$ cat config.mk
export PLATFORM = sky130hd
export DESIGN_NAME = oam_dma
export DESIGN_NICKNAME = d
export VERILOG_FILES = /design/src/rtl/oam_dma_pkg.sv /design/src/rtl/dma_start_pipe.sv /design/src/rtl/oam_dma.sv
export SDC_FILE = /design/constraint.sdc
export NUM_CORES = 1
export LEC_CHECK = 0
export ABC_AREA = 1
export ABC_CLOCK_PERIOD_IN_PS = 2029
export BUFFER_PORTS_ARGS = -buffer_cell sky130_fd_sc_hd__buf_2
export CAP_MARGIN = 0
export CORE_MARGIN = 1
export CORE_UTILIZATION = 32
export DETAILED_ROUTE_END_ITERATION = 12
export GPL_ROUTABILITY_DRIVEN = 0
export GPL_TIMING_DRIVEN = 0
export PLACE_DENSITY_LB_ADDON = 0.2
export SKIP_CTS_REPAIR_TIMING = 1
export SLEW_MARGIN = 20
export SYNTH_ARGS = -nofsm -noshare
export SYNTH_HDL_FRONTEND = slang
export SYNTH_SLANG_ARGS = --single-unit
export TNS_END_PERCENT = 50
$ cat constraint.sdc
create_clock -name boga1mhz -period 2.03 [get_ports boga1mhz]
set_input_delay 0.203 -clock boga1mhz [delete_from_list [all_inputs] [get_ports boga1mhz]]
set_output_delay 0.203 -clock boga1mhz [all_outputs]
set_load 0.01 [all_outputs]
$ cat src/rtl/oam_dma_pkg.sv
// rtl/oam_dma_pkg.sv - shared constants, FSM encoding and echo-fold helper for the OAM DMA block
package oam_dma_pkg;

    localparam logic [15:0] OAM_BASE     = 16'hFE00;
    localparam int          OAM_LEN_DFLT = 160;
    localparam logic [15:0] FF46_ADDR    = 16'hFF46;

    typedef enum logic [1:0] {
        ST_IDLE  = 2'd0,
        ST_RUN   = 2'd1,
        ST_DRAIN = 2'd2
    } dma_state_t;

    // Sources in E0..FF are echo RAM; the bus sees them folded down onto C0..DF.
    function automatic logic [7:0] fold_hi(input logic [7:0] hi, input logic en);
        return (en && (hi[7:5] == 3'b111)) ? (hi & 8'hDF) : hi;
    endfunction

endpackage

$ cat src/rtl/dma_start_pipe.sv
// rtl/dma_start_pipe.sv - FF46 write-to-start countdown; a newer write restarts the count
module dma_start_pipe #(
    parameter int START_DELAY = 2
) (
    input  logic       i_clk,
    input  logic       i_rst_n,
    input  logic       i_wr,
    input  logic [7:0] i_d,
    output logic [7:0] o_pend_hi,
    output logic       o_fire
);

    logic [7:0] r_pend_hi;
    logic [7:0] r_cnt;
    logic       r_pending;

    always_ff @(posedge i_clk or negedge i_rst_n) begin
        if (!i_rst_n) begin
            r_pend_hi <= 8'h00;
            r_cnt     <= 8'h00;
            r_pending <= 1'b0;
        end else if (i_wr) begin
            r_pend_hi <= i_d;
            r_cnt     <= 8'(START_DELAY - 1);
            r_pending <= 1'b1;
        end else if (r_pending) begin
            if (r_cnt == 8'd0) begin
                r_pending <= 1'b0;
            end else begin
                r_cnt <= r_cnt - 8'd1;
            end
        end
    end

    // A write landing on the would-be firing edge wins: only the latest write starts a copy.
    assign o_fire    = r_pending && (r_cnt == 8'd0) && !i_wr;
    assign o_pend_hi = r_pend_hi;

endmodule

$ cat src/rtl/oam_dma.sv
// rtl/oam_dma.sv - FF46 register and 160-byte source-page to OAM copy sequencer
module oam_dma
    import oam_dma_pkg::*;
#(
    parameter int OAM_LEN     = OAM_LEN_DFLT,
    parameter int START_DELAY = 2,
    parameter int ECHO_FOLD   = 1
) (
    input  logic        boga1mhz,
    input  logic        nreset2,
    input  logic        ff46_wr,
    input  logic        ff46_rd,
    input  logic [7:0]  d_in,
    output logic [7:0]  d_out,
    output logic        d_oe,
    output logic [15:0] dma_src_addr,
    input  logic [7:0]  dma_src_data,
    output logic        dma_bus_req,
    output logic [7:0]  oam_addr,
    output logic [7:0]  oam_wdata,
    output logic        oam_we,
    output logic        dma_active
);

    localparam logic [7:0] LAST_IDX = 8'(OAM_LEN - 1);
    localparam logic       FOLD_EN  = (ECHO_FOLD != 0);

    logic [7:0]  r_ff46;
    dma_state_t  r_state;
    logic [7:0]  r_rd_idx;
    logic [7:0]  r_src_hi;
    logic [15:0] r_src_addr;
    logic        r_bus_req;
    logic        r_active;
    logic [7:0]  r_oam_addr;
    logic [7:0]  r_oam_wdata;
    logic        r_oam_we;

    logic        w_fire;
    logic [7:0]  w_pend_hi;
    logic [7:0]  w_pend_bus_hi;
    logic [7:0]  w_next_idx;

    always_ff @(posedge boga1mhz or negedge nreset2) begin
        if (!nreset2) begin
            r_ff46 <= 8'h00;
        end else if (ff46_wr) begin
            r_ff46 <= d_in;
        end
    end

    dma_start_pipe #(
        .START_DELAY(START_DELAY)
    ) u_start_pipe (
        .i_clk    (boga1mhz),
        .i_rst_n  (nreset2),
        .i_wr     (ff46_wr),
        .i_d      (d_in),
        .o_pend_hi(w_pend_hi),
        .o_fire   (w_fire)
    );

    assign w_pend_bus_hi = fold_hi(w_pend_hi, FOLD_EN);
    assign w_next_idx    = r_rd_idx + 8'd1;

    // The capture runs on every RUN edge, even the one where a restart fires,
    // so the old transfer's last fetched byte still reaches OAM.
    always_ff @(posedge boga1mhz or negedge nreset2) begin
        if (!nreset2) begin
            r_state     <= ST_IDLE;
            r_rd_idx    <= 8'h00;
            r_src_hi    <= 8'h00;
            r_src_addr  <= 16'h0000;
            r_bus_req   <= 1'b0;
            r_active    <= 1'b0;
            r_oam_addr  <= 8'h00;
            r_oam_wdata <= 8'h00;
            r_oam_we    <= 1'b0;
        end else begin
            r_oam_we <= 1'b0;
            if (r_state == ST_RUN) begin
                r_oam_wdata <= dma_src_data;
                r_oam_addr  <= r_rd_idx;
                r_oam_we    <= 1'b1;
            end

            if (w_fire) begin
                r_state    <= ST_RUN;
                r_rd_idx   <= 8'h00;
                r_src_hi   <= w_pend_bus_hi;
                r_src_addr <= {w_pend_bus_hi, 8'h00};
                r_bus_req  <= 1'b1;
                r_active   <= 1'b1;
            end else begin
                case (r_state)
                    ST_RUN: begin
                        if (r_rd_idx == LAST_IDX) begin
                            r_state    <= ST_DRAIN;
                            r_src_addr <= 16'h0000;
                            r_bus_req  <= 1'b0;
                        end else begin
                            r_rd_idx   <= w_next_idx;
                            r_src_addr <= {r_src_hi, w_next_idx};
                        end
                    end
                    ST_DRAIN: begin
                        r_state  <= ST_IDLE;
                        r_active <= 1'b0;
                    end
                    default: begin
                        r_state   <= ST_IDLE;
                        r_bus_req <= 1'b0;
                        r_active  <= 1'b0;
                    end
                endcase
            end
        end
    end

    assign d_out        = r_ff46;
    assign d_oe         = ff46_rd;
    assign dma_src_addr = r_src_addr;
    assign dma_bus_req  = r_bus_req;
    assign dma_active   = r_active;
    assign oam_addr     = r_oam_addr;
    assign oam_wdata    = r_oam_wdata;
    assign oam_we       = r_oam_we;

endmodule

Word-level counts from Yosys, hierarchy flattened

Index checks and enable logic that the tools add are counted.

Add/sub/neg operators: 2
Eq/ne operators: 9
Multiplexer cells: 22
Reductions and logical operators: 9

Operators by type and width:

| kind                | number |
|---|---|
| $mux 16             | 3 |
| $mux 8              | 6 |
| $add 8x1->8 const B | 1 |
| $eq 8x8->1 const B  | 1 |
| $logic_not 8->1     | 1 |
| $mux 1              | 8 |
| $sub 8x1->8 const B | 1 |
| $mux 2              | 3 |
| $mux 6              | 1 |
| $ne 2x1->1 const B  | 3 |
| $reduce_and 2->1    | 3 |
| $reduce_bool 2->1   | 2 |
| $eq 3x3->1 const B  | 1 |
| $ne 3x1->1 const B  | 1 |
| $eq 2x1->1 const B  | 1 |
| $eq 2x2->1 const B  | 1 |
| $logic_and 1x1->1   | 2 |
| $ne 2x2->1 const B  | 1 |
| $pmux 1 s2          | 1 |
| $logic_not 1->1     | 1 |

Bits in registers: 70
Input port bits: 20
Word-level logic and storage cells: 54

Logic depth before layout (Yosys ltp)

Word-level depth: 5
Gate-level depth with buffers: 10
Mapped depth without buffers: 9

By module

Synthesis repeated with hierarchy kept, for this count alone.

Cells, all modules: 385
Area, all modules: 3,435.8 um^2

Modules (own cells, without submodules):

| module         | instances | cells an instance | area each (um^2) |
|---|---|---|---|
| oam_dma        | 1         | 274               | 2,560.0 |
| dma_start_pipe | 1         | 111               | 875.8 |

Least setup slack after synthesis

OpenSTA, ideal clock, no wires.

Path type: flip-flop to flip-flop
Start: reg u_start_pipe.r_cnt[0]
End: reg r_src_hi[5]
Library setup time: 120 ps
Arrival: 1,338 ps
Required time: 1,910 ps
Slack: 572 ps
Stages on the path, launching flop included: 10
Clock period less this slack: 1,458 ps
Path through: dfrtp_1 > inv_1 > ha_1 > inv_1 > nor2_1 > nand3_4 > buf_6 > buf_6 > nand2_1 > nand2_1

Word-level cells in the longest chain between the ends: 3

Ends and longest elaborated chain:

| what                            | line                 | RTL |
|---|---|---|
| start, declared                 | dma_start_pipe.sv:14 | `logic [7:0] r_cnt;` |
| start signal, assigned          | dma_start_pipe.sv:24 | `r_cnt <= 8'(START_DELAY - 1);` |
| start signal, assigned          | dma_start_pipe.sv:30 | `r_cnt <= r_cnt - 8'd1;` |
| $logic_not 8->1                 | dma_start_pipe.sv:36 | `assign o_fire = r_pending && (r_cnt == 8'd0) && !i_wr;` |
| $logic_and 1x1->1 (2 in series) | dma_start_pipe.sv:36 |  |
| end signal, assigned            | oam_dma.sv:90        | `r_src_hi <= w_pend_bus_hi;` |
| end, declared                   | oam_dma.sv:31        | `logic [7:0] r_src_hi;` |

No other way between the ends.
A chain may end at the register's enable or synchronous reset.

Worst setup path in the final report

Start: reg u_start_pipe.r_cnt[0]
End: reg r_src_hi[2]

The elaborated chain is that of the path after synthesis.

==> metrics.csv <==
metric,value,unit
Ports,64,
GR Util All Layers,15.1,%
area of the multi-input gates,1200,µm²
DR vias,2627,
synth cell count leaders,"142 x nand2_1, 70 x dfrtp_1, 36 x nand3_1, 27 x inv_1, 14 x nand4_1",
antenna-violating nets left,0,
Worst-Skew Late Latency,0.34,ns
Worst-Margin Slew,0.564,ns
critical path startpoint category,flip-flop,
Rows,36,
top-area cell type share of the netlist area,54.6,%
most frequent cell after synthesis,nand2_1,
Critical Path Fanout Max,10,
Synth Warn #,0,
Post-synth top flop,dfrtp_1,
Layout area overhead,22.2,%
cell area after layout,3920,µm²
"Reg clk slew, reported paths",0.08,ns
RSZ-0062 raised after global routing,no,
Setup crit end kind,flip-flop,
Hold EP,oam_wdata[4],
leakage,2.14,nW
Post-Syn Area,3210,µm²
H-tree levels,3,
Critical Path RT,2.26,ns
relative slew slack,62.4,%
Sequential cell area,1750,µm²
post-synthesis async set-or-reset flop share,100,%
DR vias/cell,4.51,
cts bufs inserted,9,
global route overflow,0,
Hold/Removal Path Class,in -> reg,
crit path time final,1.60,ns
"Slowest-stage cell, CP",dfrtp_1,
Tcrit/Tclk final,78.9,%
crit path kind,reg -> reg,
ANT cells,0,
VDD IR max,0.683,mV
Buf/Inv on CP,4,
Mean Syn Cell Area,8.67,µm²
nets,468,
reg2reg start,u_start_pipe.r_cnt[0],
PortBufs,62,
Area after DPL,3710,µm²
number of synthesized flops with an enable pin,0,
vias in the first global route,2485,
Fin Hold WS,0.0545,ns
Wirelength per Cell,12.2,µm
fmax,0.625,GHz
CTS Sinks,70,
arrival time worst endpoint,1.83,ns
MaxCap Viol Count,0,
CTS tree,done,
"CP delay by family, top",buffers and inverters,
Synth cell types,26,
Post-Route WL,7090,µm
Setup Skew,0.00737,ns
Die W,102,µm
TritonRoute pass-1 iters,4,
starting density of the core,33.0,%
outcome,"complete, no violations",
max incr delay on CP,0.39,ns
pwr/cell area,1410,nW/µm²
initial antenna violation count,0,
first-pass GRT wire length,12100,µm
fillers,1026,
CP Cell Sequence,inv_1 -> ha_1 -> inv_1 -> nor2_1 -> nand3_4 -> buf_6 -> buf_6 -> nand2_1 -> nand2_1,
clk buf depth,2,
fin. max-slew vios,0,
Sum Neg Setup Slack,0,ns
syn nets,393,
Yosys top cell by area,dfrtp_1,
core box area,9730,µm²
Die H,102,µm
share of cells above drive strength 1,26.2,%
Yosys reg bits,70,
number of remaining DRC errors,0,
largest cells by area after synthesis,"dfrtp_1 55%, nand2_1 17%, nand3_1 5.6%, inv_1 3.2%, nand4_1 2.7%",
Root Buffer Master,clkbuf_8,
DP Wirelength,5090,µm
hold path cells,3,
r2r endpoint,r_src_hi[2],
Final Hold Viols,0,
Synth Instances,370,
DIE AREA,10400,µm²
final setup fails,0,
largest net degree at the start of global routing,55,
sequential area share after synthesis,54.6,%
initial DRC count,106,
Worst Hold Launch,dma_src_data[4],
"reg-to-reg slack, setup",0.43,ns
R2R depth,9,
registers in the layout (all words and copies together) (netlist names):
signal and count:
r_rd_idx 8, oam_addr 8, r_src_hi 8, u_start_pipe.o_pend_hi 8, r_state 2, dma_src_addr 16
dma_active 1, dma_bus_req 1, oam_wdata 8, u_start_pipe.r_pending 1, oam_we 1, u_start_pipe.r_cnt 8
metal layers:
layer / part of all wire (%) / global-route usage, %
met1: 47 / 19.5
met3: 5.1 / 4.51
met4: 1.0 / 4.40
met5: 0 / 0
met2: 46 / 24.6
worst register-to-register path: cells and delay by family, from the launching register on:
kind,cells,cell delay (ns)
adders and majority gates,1,0.20
buffers and inverters,4,0.48
and+or+nand+nor,4,0.43
DFF,1,0.39
through the flow:
step / worst slack, ns / util (%) / std cells / total power [mW]
3_3_place_gp: 0.334 / 37.9 / 565 / 4.43
4_1_cts: 0.419 / 40.2 / 582 / 5.64
2_1_floorplan: 0.572 / - / 370 / 3.74
3_5_place_dp: 0.438 / 38.2 / 566 / 4.49
6_report: 0.429 / 40.3 / 583 / 5.55
5_1_grt: 0.272 / 40.3 / 583 / 6.06
how the worst max path moves through the flow:
stage | cells after the start | to | slack (ns) | from
final | 9 | r_src_hi[2] | 0.43 | u_start_pipe.r_cnt[0]
after global routing | 9 | r_src_hi[4] | 0.27 | u_start_pipe.r_cnt[0]
after CTS | 9 | r_src_hi[2] | 0.42 | u_start_pipe.r_cnt[0]
after detailed placement | 9 | r_src_hi[3] | 0.44 | u_start_pipe.r_cnt[0]
after global placement | 1 | u_start_pipe.o_pend_hi[2] | 0.33 | nreset2
after floorplan | 9 | r_src_hi[5] | 0.57 | u_start_pipe.r_cnt[0]
layout by cell type, fill, tap and decap left out, types with 5 or more instances in the layout:
cell and count:
clkbuf_1 7, o21ai_1 5, buf_4 11, buf_2 63, inv_1 27, o21ai_0 13, o21ai_2 5, nor2_1 8
clkbuf_8 9, nand4_1 14, nand3_1 36, nand2_1 142, dfrtp_1 70
power breakdown:
group / switching, mW / leakage, nW / total, mW / internal (mW)
clock: 0.539 / 0.0960 / 1.11 / 0.571
combinational: 1.45 / 1.17 / 2.26 / 0.805
sequential: 0.296 / 0.879 / 2.18 / 1.88
cells by family (layout without fill, tap and decap cells):
family / count (synthesis) / after routing / share of synthesized area (%)
DFF: 70 / 70 / 54.6
AOI/OAI and AO/OA: 25 / 25 / 4.56
xor gates and xnor gates: 2 / 2 / 0.546
adders and majority gates: 3 / 3 / 1.17
and+or+nand+nor: 218 / 218 / 31.3
buffers and inverters: 52 / 132 / 7.80
cell type report:
class | instances | area share, %
multi-input cells | 248 | 30.7
inverters | 31 | 2.97
flip-flops and latches | 70 | 44.7
clock inverters | 7 | 1.85
well taps | 133 | 4.25
repair buffers | 64 | 8.94
clock buffers | 9 | 3.16
plain buffers | 21 | 3.42
Power figures use the tool's default switching activity.
